<file path="src/rtl/pipe_reg_elastic.sv">
// Elastic valid/ready pipeline register chain with clock-enable stall and synchronous flush.
// Optional one-entry input skid buffer enabled by defining PIPE_REG_SKID_EN.
module pipe_reg_elastic #(
  parameter int unsigned WIDTH = 32,
  parameter int unsigned DEPTH = 3
) (
  input  logic                          clk,
  input  logic                          clr_n,
  input  logic                          ce,
  input  logic                          flush,
  input  logic                          in_valid,
  output logic                          in_ready,
  input  logic [WIDTH-1:0]              in_data,
  output logic                          out_valid,
  input  logic                          out_ready,
  output logic [WIDTH-1:0]              out_data,
  output logic [$clog2(DEPTH+2)-1:0]    count
);

  localparam int unsigned CNT_W = $clog2(DEPTH + 2);

  logic [DEPTH-1:0]            stg_valid;
  logic [DEPTH-1:0][WIDTH-1:0] stg_data;
  logic [DEPTH-1:0]            rdy;
  logic                        adv;
  logic                        in_xfer;
  logic                        out_xfer;
  logic                        src_valid;
  logic [WIDTH-1:0]            src_data;

  // Stage k can load when any stage from k to the output is empty, or the output drains.
  always_comb begin : ready_chain
    logic all_full;
    all_full = 1'b1;
    rdy      = '0;
    for (int k = int'(DEPTH) - 1; k >= 0; k--) begin
      all_full = all_full & stg_valid[k];
      rdy[k]   = out_ready | ~all_full;
    end
  end

  assign adv       = ce & ~flush & clr_n;
  assign out_valid = stg_valid[DEPTH-1] & adv;
  assign out_data  = stg_data[DEPTH-1];
  assign out_xfer  = out_valid & out_ready;

`ifdef PIPE_REG_SKID_EN
  logic             skid_valid;
  logic [WIDTH-1:0] skid_data;

  // in_ready depends only on the skid register, not on out_ready.
  assign in_ready  = adv & ~skid_valid;
  assign in_xfer   = in_valid & in_ready;
  assign src_valid = skid_valid | in_xfer;
  assign src_data  = skid_valid ? skid_data : in_data;

  always_ff @(posedge clk) begin
    if (!clr_n || flush) begin
      skid_valid <= 1'b0;
      skid_data  <= '0;
    end else if (ce) begin
      if (skid_valid) begin
        if (rdy[0]) skid_valid <= 1'b0;
      end else if (in_xfer && !rdy[0]) begin
        skid_valid <= 1'b1;
        skid_data  <= in_data;
      end
    end
  end
`else
  assign in_ready  = rdy[0] & adv;
  assign in_xfer   = in_valid & in_ready;
  assign src_valid = in_xfer;
  assign src_data  = in_data;
`endif

  // Register chain: each stage takes its predecessor's word whenever it is ready.
  always_ff @(posedge clk) begin
    if (!clr_n || flush) begin
      stg_valid <= '0;
      stg_data  <= '0;
    end else if (ce) begin
      if (rdy[0]) begin
        stg_valid[0] <= src_valid;
        if (src_valid) stg_data[0] <= src_data;
      end
      for (int k = 1; k < int'(DEPTH); k++) begin
        if (rdy[k]) begin
          stg_valid[k] <= stg_valid[k-1];
          if (stg_valid[k-1]) stg_data[k] <= stg_data[k-1];
        end
      end
    end
  end

  // Occupancy counter tracks accepted-but-not-delivered words.
  always_ff @(posedge clk) begin
    if (!clr_n || flush) begin
      count <= '0;
    end else if (ce) begin
      case ({in_xfer, out_xfer})
        2'b10:   count <= count + CNT_W'(1);
        2'b01:   count <= count - CNT_W'(1);
        default: count <= count;
      endcase
    end
  end

endmodule

</file>
<file path="config.mk">
export PLATFORM = sky130hd
export DESIGN_NAME = pipe_reg_elastic
export DESIGN_NICKNAME = d
export VERILOG_FILES = /design/src/rtl/pipe_reg_elastic.sv
export SDC_FILE = /design/constraint.sdc
export NUM_CORES = 1
export LEC_CHECK = 0
export BUFFER_PORTS_ARGS = -buffer_cell sky130_fd_sc_hd__buf_2
export CORE_AREA = 2 2 90 92
export DETAILED_ROUTE_END_ITERATION = 8
export DIE_AREA = 0 0 92 94
export MAX_ROUTING_LAYER = met4
export PLACE_DENSITY = 0.8
export SYNTH_ARGS = -nofsm -noshare
export SYNTH_HDL_FRONTEND = slang
export SYNTH_SLANG_ARGS = --single-unit
</file>
<file path="constraint.sdc">
create_clock -name clk -period 5.87 [get_ports clk]
set_input_delay 1.761 -clock clk [delete_from_list [all_inputs] [get_ports clk]]
set_output_delay 1.761 -clock clk [all_outputs]
set_load 0.05 [all_outputs]
</file>
Yosys cells after proc, flatten, opt, wreduce, memory -nomap -nowiden
Index checks and enable logic that the tools add are counted.
Widths: inputs -> output; s select.

cells by class
  eq/ne operators = 2
  bitwise operators = 15
  add/sub/neg operators = 2
  reduce and logical (&&, ||, !) cells = 10
  mux-type cells = 1

operators with widths
  kind                 count
  $reduce_and 3->1     3
  $and 1x1->1          8
  $reduce_and 2->1     4
  $pmux 3 s2           1
  $not 1->1            4
  $add 3x1->3 const B  1
  $or 1x1->1           3
  $sub 3x1->3 const B  1
  $eq 2x1->1 const B   1
  $eq 2x2->1 const B   1
  $reduce_bool 2->1    1
  $logic_not 1->1      1
  $logic_or 1x1->1     1

storage, ports and cells
  output and inout bits = 37
  register bits = 102
  logic and storage cells = 37
  input bits = 38

Longest topological paths before layout
Gate-level depths: netlist of the first run.

  depth after elaboration = 9
  mapped depth = 11
  gate-level depth less buffers = 9

Least setup slack after synthesis of the first run
No wires, ideal clock.

  path type = input -> output
  start = input port out_ready
  end = output port in_ready
  path buffers = 1
  data required time = 4109 ps
  slack = 824 ps
  data arrival time = 3285 ps
  stages = 3
  cells stage by stage = and3b_1 buf_2 a211oi_1

on the way
  word-level cells in the longest chain between the ends = 2

ends and longest elaborated chain
  what             line  source
  start, declared  15    input logic out_ready,
  $or 1x1->1       38    rdy[k] = out_ready | ~all_full;
  $and 1x1->1      71    assign in_ready = rdy[0] & adv;
  end, declared    12    output logic in_ready,

Every way passes these cells.

Worst setup path in the final report of the first run
  start = input port flush
  end = output port out_valid

on the way
  word-level cells in the longest chain between the ends = 4

ends and longest elaborated chain
  what                      line  source
  start, declared           10    input logic flush,
  $not 1->1                 42    assign adv = ce & ~flush & clr_n;
  $and 1x1->1 (2 in a row)  42
  $and 1x1->1               43    assign out_valid = stg_valid[DEPTH-1] & adv;
  end, declared             14    output logic out_valid,

Every way passes these cells.

==> results.sh, run 1 <==
export IMPL_status="complete, no violations"
export IMPL_min_period_ns=4.54
export IMPL_power_mw=1.17
export IMPL_dieArea_um2=8650
export IMPL_slowest_stage="buf_4"
export IMPL_netlist_area_leader_share=0.495
export IMPL_yosysWarnings=0
export IMPL_grt_pass1_wl_mm=11.6
export IMPL_skew_ns=0.0106
export IMPL_path_common_cell="buf_2"
export IMPL_grt_start_max_net_pins=94
export IMPL_hp_class="reg2reg"
export IMPL_drv_slew=0
export IMPL_syn2layout_area_growth_pct=7.82
export IMPL_ant_nets=0
export IMPL_clkSinkCount=102
export IMPL_endpoint_kind="output pin"
export IMPL_core_um2=7610
export IMPL_dp_hpwl_mm=4.59
export IMPL_antenna_found_initial=0
export IMPL_final_common_cell="nand2_1"
export IMPL_syn_area_um2=4130
export IMPL_setup_slack_ns=1.33
export IMPL_place_congestion=0.717
export IMPL_worst_endpoint_required_ns=4.11
export IMPL_min_period_over_period=0.774
export IMPL_vias=2763
export IMPL_setup_viol=0
export IMPL_place_ws_ns=1.32
export IMPL_synth_area_leader_cell="dfxtp_1"
export IMPL_rsz0062_at_grt="no"
export IMPL_port_buffers=74
export IMPL_nets=492
export IMPL_clockRootBuffer="clkbuf_8"
export IMPL_irDropWorstVdd_v=0.000142
export IMPL_synth_nets=462
export IMPL_worstPathCellList="buf_2 > nor2b_4 > buf_4 > and3_1 > buf_2"
export IMPL_relSlewSlack=0.361
export IMPL_row_count=32
export IMPL_arrival_ns=2.78
export IMPL_crit_path_max_fanout=39
export IMPL_drtIter0Drc=90
export IMPL_initial_utilization=0.543
export IMPL_clk_pin_slew_ns=0.09
export IMPL_nFillCells=672
export IMPL_cts_made_buffers=9
export IMPL_clock_fmax_mhz=220
export IMPL_drcViolationCount=0
export IMPL_clockBufferDepth=2
export IMPL_final_cell_mix="133 x nand2_1, 102 x dfxtp_1, 96 x mux2i_1, 74 x buf_2, 9 x clkbuf_8"
export IMPL_worst_path_buf_inv=3
export IMPL_crit_type="in2out"
export IMPL_die_w_um=92
export IMPL_critical_path_top_delay_family="buffers and inverters"
export IMPL_startpoint_type="primary input"
export IMPL_num_antenna_cells=0
export IMPL_ioPinCount=75
export IMPL_tightestPinTransition_ns=0.958
export IMPL_placed_cell_area_um2=4270
export IMPL_finish_utilization=0.585
export IMPL_synth_seq_cells=102
export IMPL_final_area_um2=4450
export IMPL_via_per_inst=4.94
export IMPL_fin_setup_tns_ns=0
export IMPL_synthCells=422
export IMPL_power_density_nw_per_um2=262
export IMPL_critPathMaxStageDelay_ns=0.33
export IMPL_postCtsHoldBufs=0
export IMPL_postCtsSetupBuffers=0
export IMPL_maxCapViolations=0
export IMPL_dieHeight_um=94
export IMPL_ys_seq_area_frac=0.495
export IMPL_gr_total_overflow=0
export IMPL_cts_tree="yes"
export IMPL_drt_wl_total_mm=6.97
export IMPL_synth_cell_types=27
export IMPL_final_hold_viol_count=0
export IMPL_grt_usage=0.172
export IMPL_yosys_top_cells_area="dfxtp_1 49%, mux2i_1 23%, nand2_1 12%"
export IMPL_wl_per_cell_um=12.5
export IMPL_grt_pass1_vias=2648
export IMPL_drt_pre_antenna_iters=4
export IMPL_synth_avg_cell_area_um2=9.78
export IMPL_p_leak_nw=1.92
export IMPL_clk_latency_ns=0.35
export IMPL_drive_above_1_share=0.208
export IMPL_htree_levels=3
export IMPL_cts_resized=0
-- cell usage after synthesis (all sizes together) --
master  instances
dfxtp         102
a211oi          2
clkbuf          5
and3b           1
nand3           1
a21oi           4
fa              1
buf            54
nand2b          3
ha              1
xor2            1
nor2            3
o21ai           2
a21boi          1
nor2b           2
or3             1
inv             4
and2            1
and3            2
xnor2           1
mux2i          96
o21a            1
nand2         133
-- cells by family (layout without fill, tap and decap cells) --
kind of cell | count (synthesis) | count (layout) | synth area share
compound gates | 10 | 10 | 0.0173
xor+xnor | 2 | 2 | 0.00424
fa+ha+maj | 2 | 2 | 0.00788
buf+inv | 63 | 98 | 0.101
flops | 102 | 102 | 0.495
mux | 96 | 96 | 0.233
simple gates | 147 | 147 | 0.142
-- stage by stage --
| step | hold slack [ns] | instances |
|---|---|---|
| after floorplan | 0.435 | 422 |
| after global placement | 0.442 | 543 |
| after detailed placement | 0.450 | 543 |
| after CTS | 0.462 | 559 |
| after global routing | 0.484 | 559 |
| final | 0.460 | 559 |
-- final cells by class --
class | count | area (µm²) | area share
Inverter | 4 | 15.0 | 0.00337
Sequential cell | 102 | 2040 | 0.459
Tap cell | 102 | 128 | 0.0287
Multi-Input combinational cell | 257 | 1680 | 0.378
Timing Repair Buffer | 78 | 400 | 0.0900
Clock inverter | 4 | 47.5 | 0.0107
Clock buffer | 12 | 135 | 0.0304
-- final timing paths --
check                     from           end  slack, ns  depth (start not counted)
setup reg to reg  stg_valid[1]      count[2]       3.72                          9
setup / recovery         flush     out_valid       1.33                          5
hold reg to reg   out_data[20]  out_data[20]       0.46                          2
hold / removal    out_data[20]  out_data[20]       0.46                          2
-- per-layer routing --
layer / up-vias / track usage / wire length (µm)
li1: 1395 / - / -
met4: 0 / 0.0634 / 64
met5: - / - / 0
met3: 6 / 0.0289 / 274
met2: 55 / 0.300 / 3480
met1: 1307 / 0.202 / 3150
-- state kept, by name, summed over array words and instances, names as in the netlist --
name       flops
out_data      32
stg_data      64
stg_valid      3
count          3
-- worst min-delay path: cells and delay by family (launching register included) --
family | cells | cell delay, ns
flip-flops | 1 | 0.32
multiplexers | 1 | 0.05
AND/OR/NAND/NOR | 1 | 0.05
-- power by group --
part | internal, mW | total, mW | switching [mW]
Clock | 0.197 | 0.413 | 0.216
Sequential | 0.697 | 0.698 | 0.00178
Combinational | 0.0228 | 0.0567 | 0.0339
Total | 0.916 | 1.17 | 0.252
Note: power is estimated with default switching activity, not from simulation.
==> run 2, diff against run 1 <==
clock period = 4.32 ns   (was 5.87 ns; I/O delays follow)
==> run 2 against run 1 <==
  * Clock skew about the same
  * Via count up 0.22%
  * Critical path depth down 1
  * Combinational power up 37%
  * Sequential cell count unchanged
  * Final cell count down 0.18%
  * First-iteration DRC count up 31%
  * Die area unchanged
  * Worst hold slack better by 0.0015 ns
  * Utilization up 0.69 points
  * Sequential power up 36%
  * Non-clock buffer count unchanged
  * Highest routed layer unchanged
==> results.sh, run 2 (synthesis results as in run 1) <==
export IMPL_status="complete, no violations"
export IMPL_largest_reg_flops=64
export IMPL_nFillCells=691
export IMPL_clk_pin_slew_ns=0.09
export IMPL_irDropWorstVdd_v=0.000213
export IMPL_crit_path_max_fanout=4
export IMPL_cts_resized=0
export IMPL_rsz0062_at_grt="no"
export IMPL_postCtsSetupBuffers=0
export IMPL_dieHeight_um=94
export IMPL_p_leak_nw=1.94
export IMPL_final_hold_viol_count=0
export IMPL_clkSinkCount=102
export IMPL_final_cell_mix="133 x nand2_1, 102 x dfxtp_1, 96 x mux2i_1, 74 x buf_2, 9 x clkbuf_8"
export IMPL_skew_ns=0.0111
export IMPL_finish_utilization=0.592
export IMPL_htree_levels=3
export IMPL_num_antenna_cells=0
export IMPL_fin_cells=558
export IMPL_row_count=32
export IMPL_via_per_inst=4.96
export IMPL_dieArea_um2=8650
export IMPL_clock_fmax_mhz=284
export IMPL_cts_made_buffers=9
export IMPL_core_um2=7610
export IMPL_crit_type="in2out"
export IMPL_clk_latency_ns=0.35
export IMPL_worst_endpoint_required_ns=3.02
export IMPL_dp_hpwl_mm=4.67
export IMPL_drv_slew=0
export IMPL_min_period_over_period=0.816
export IMPL_grt_pass1_wl_mm=11.8
export IMPL_drt_wl_total_mm=7.07
export IMPL_power_density_nw_per_um2=382
export IMPL_tightestPinTransition_ns=0.998
export IMPL_grt_start_max_net_pins=107
export IMPL_nets=492
export IMPL_drcViolationCount=0
export IMPL_startpoint_type="primary input"
export IMPL_power_mw=1.72
export IMPL_hp_class="reg2reg"
export IMPL_final_common_cell="nand2_1"
export IMPL_syn2layout_area_growth_pct=9.09
export IMPL_maxCapViolations=0
export IMPL_grt_usage=0.176
export IMPL_setup_viol=0
export IMPL_die_w_um=92
export IMPL_regMostFlops="stg_data"
export IMPL_port_buffers=74
export IMPL_drive_above_1_share=0.213
export IMPL_endpoint_kind="output pin"
export IMPL_ant_nets=0
export IMPL_arrival_ns=2.23
export IMPL_clockBufferDepth=2
export IMPL_fin_setup_tns_ns=0
export IMPL_cts_tree="yes"
export IMPL_drt_pre_antenna_iters=4
export IMPL_final_area_um2=4500
export IMPL_placed_cell_area_um2=4270
export IMPL_min_period_ns=3.52
export IMPL_dp_cells=543
export IMPL_clockRootBuffer="clkbuf_8"
export IMPL_gr_total_overflow=0
export IMPL_grt_pass1_vias=2640
export IMPL_antenna_found_initial=0
export IMPL_relSlewSlack=0.334
export IMPL_initial_utilization=0.543
export IMPL_rrSetupSlack_ns=2.12
export IMPL_ioPinCount=75
export IMPL_postCtsHoldBufs=0
export IMPL_drtIter0Drc=118
export IMPL_wl_per_cell_um=12.7
export IMPL_vias=2769
export IMPL_place_congestion=0.719
-- run 2: cell count changes in the layout (fill, tap and decap cells not counted) --
| cell | before | now |
|---|---|---|
| clkinv_2 | 2 | 1 |
| clkbuf_1 | 3 | 0 |
| clkinv_4 | 0 | 1 |
| bufinv_16 | 1 | 3 |
-- run 2: area by class of cell --
class                   count  area, µm²  share of cell area
clock buffers               9        124              0.0275
clock inverters             6        111              0.0247
well taps                 102        128              0.0283
repair buffers             78        400              0.0889
multi-input cells         257       1680               0.374
inverters                   4       15.0             0.00333
flip-flops and latches    102       2040               0.453
-- run 2: stage by stage --
step | setup slack [ns] | hold slack, ns
after detailed placement | 0.784 | 0.449
after CTS | 0.778 | 0.462
after global routing | 0.739 | 0.477
final | 0.796 | 0.461
after global placement | 0.806 | 0.441
after floorplan | 0.204 | 0.435
-- run 2: worst max-delay path, stage by stage --
cell	delay [ns]
buf_2	0.10
and3b_1	0.26
a211oi_1	0.27
buf_2	0.30
-- run 2: final timing paths --
check,from,end,depth (start not counted)
hold reg to reg,stg_data[50],out_data[18],2
hold / removal,stg_data[50],out_data[18],2
setup reg to reg,stg_valid[1],count[2],9
setup / recovery,out_ready,in_ready,4
-- run 2: where the power goes --
group	total, mW	switching, mW	internal (mW)
registers	0.949	0.00236	0.947
clock network	0.694	0.312	0.382
logic	0.0777	0.0467	0.0311
total	1.72	0.361	1.36
-- run 2: routing by layer --
layer / part of all wire / track usage / up-vias
li1: - / - / 1407
met5: 0 / - / -
met4: 0.0061 / 0.0672 / 0
met2: 0.50 / 0.305 / 51
met3: 0.032 / 0.0289 / 4
met1: 0.47 / 0.208 / 1307
==> run 3, diff against run 2 <==
clock period = 3.52 ns   (was 4.32 ns; I/O delays follow)
==> run 3 against run 2 <==
  * Die area unchanged
  * Sequential cell count unchanged
  * Clock power rose by 20%
  * Non-clock buffer count did not move
  * Sequential share of layout area unchanged
  * Sequential power is 23% higher
  * Worst setup slack got worse by 0.30 ns
==> results.sh, run 3 (synthesis results as in run 1) <==
export IMPL_dieHeight_um=94
export IMPL_clockBufferDepth=2
export IMPL_htree_levels=3
export IMPL_tightestPinTransition_ns=1.17
export IMPL_relSlewSlack=0.221
export IMPL_maxCapViolations=0
export IMPL_p_leak_nw=1.93
export IMPL_power_density_nw_per_um2=464
export IMPL_final_cell_mix="133 x nand2_1, 102 x dfxtp_1, 96 x mux2i_1, 74 x buf_2, 10 x clkbuf_8"
export IMPL_grt_pass1_wl_mm=12.0
export IMPL_cts_tree="yes"
export IMPL_row_count=32
export IMPL_drt_wl_total_mm=7.28
export IMPL_dp_cells=543
export IMPL_drive_above_1_share=0.217
export IMPL_cts_made_buffers=9
export IMPL_crit_type="in2out"
export IMPL_postCtsSetupBuffers=0
export IMPL_clkSinkCount=102
export IMPL_place_congestion=0.723
export IMPL_initial_utilization=0.543
export IMPL_irDropWorstVdd_v=0.000246
export IMPL_clk_latency_ns=0.36
export IMPL_postCtsHoldBufs=0
export IMPL_min_period_over_period=0.858
export IMPL_arrival_ns=1.96
export IMPL_drcViolationCount=0
export IMPL_port_buffers=74
export IMPL_final_hold_viol_count=0
export IMPL_startpoint_type="primary input"
export IMPL_power_mw=2.09
export IMPL_fin_setup_tns_ns=0
export IMPL_nets=492
export IMPL_min_period_ns=3.02
export IMPL_skew_ns=0.00843
export IMPL_worst_hold_slack_ns=0.464
export IMPL_grt_usage=0.182
export IMPL_placed_cell_area_um2=4270
export IMPL_gr_total_overflow=0
export IMPL_status="complete, no violations"
export IMPL_endpoint_kind="output pin"
export IMPL_drv_slew=0
export IMPL_nFillCells=686
export IMPL_clk_pin_slew_ns=0.10
export IMPL_vias=2763
export IMPL_grt_start_max_net_pins=130
export IMPL_via_per_inst=4.94
export IMPL_wl_per_cell_um=13.0
export IMPL_clockRootBuffer="clkbuf_8"
export IMPL_multiInputGateArea_um2=1690
export IMPL_antenna_found_initial=0
export IMPL_ant_nets=0
export IMPL_syn2layout_area_growth_pct=9.09
export IMPL_drtIter0Drc=94
export IMPL_setup_viol=0
export IMPL_regMostFlops="stg_data"
export IMPL_core_um2=7610
export IMPL_worst_endpoint_required_ns=2.46
export IMPL_cts_resized=0
export IMPL_final_common_cell="nand2_1"
export IMPL_ioPinCount=75
export IMPL_fin_cells=559
export IMPL_regArea_um2=2040
export IMPL_rsz0062_at_grt="no"
export IMPL_drt_pre_antenna_iters=4
export IMPL_hp_class="reg2reg"
export IMPL_die_w_um=92
export IMPL_num_antenna_cells=0
export IMPL_final_area_um2=4500
export IMPL_crit_path_max_fanout=6
export IMPL_dp_hpwl_mm=4.75
export IMPL_dieArea_um2=8650
export IMPL_clock_fmax_mhz=331
export IMPL_grt_pass1_vias=2656
export IMPL_largest_reg_flops=64
==> run 3: changes by cell type in the layout (fill, tap and decap cells not counted) <==
cell        change
inv_6           +2
clkinv_2        -1
bufinv_16       -1
clkinvlp_4      +1
clkbuf_8        +1
a211oi_2        +1
clkinv_4        -1
a211oi_1        -1
==> run 3: through the flow <==
stage | setup slack (ns) | utilization
final | 0.499 | 0.592
after global routing | 0.477 | 0.592
after CTS | 0.510 | 0.592
after detailed placement | 0.480 | 0.562
after global placement | 0.531 | 0.562
after floorplan | 0.316 | -
==> run 3: worst paths after layout <==
kind,from,end,slack [ns],cells after the start
max,flush,in_ready,0.50,4
min,out_data[12],out_data[12],0.46,2
max reg2reg,stg_valid[1],count[2],1.33,9
min reg2reg,out_data[12],out_data[12],0.46,2
==> run 3: layout make-up <==
cell class              count  area share
flip-flops and latches    102       0.453
clock inverters             6      0.0206
repair buffers             78      0.0889
multi-input cells         257       0.375
clock buffers              10      0.0306
well taps                 102      0.0283
inverters                   4     0.00333
==> run 3: critical path, stage by stage <==
cell and delay [ns]:
buf_2 0.12, nand2b_1 0.26, a211oi_2 0.24, buf_2 0.29
==> run 3: layer usage <==
layer | GRT usage | part of all wire | vias up
li1 | - | - | 1404
met1 | 0.211 | 0.45 | 1307
met2 | 0.306 | 0.51 | 44
met3 | 0.0297 | 0.030 | 8
met4 | 0.0920 | 0.014 | 0
met5 | - | 0 | -
==> run 3: where the power goes <==
group	switching [mW]	internal (mW)	total (mW)	leakage, nW
registers	0.00301	1.16	1.17	0.823
logic	0.0573	0.0378	0.0950	1.00
clock network	0.406	0.425	0.831	0.110
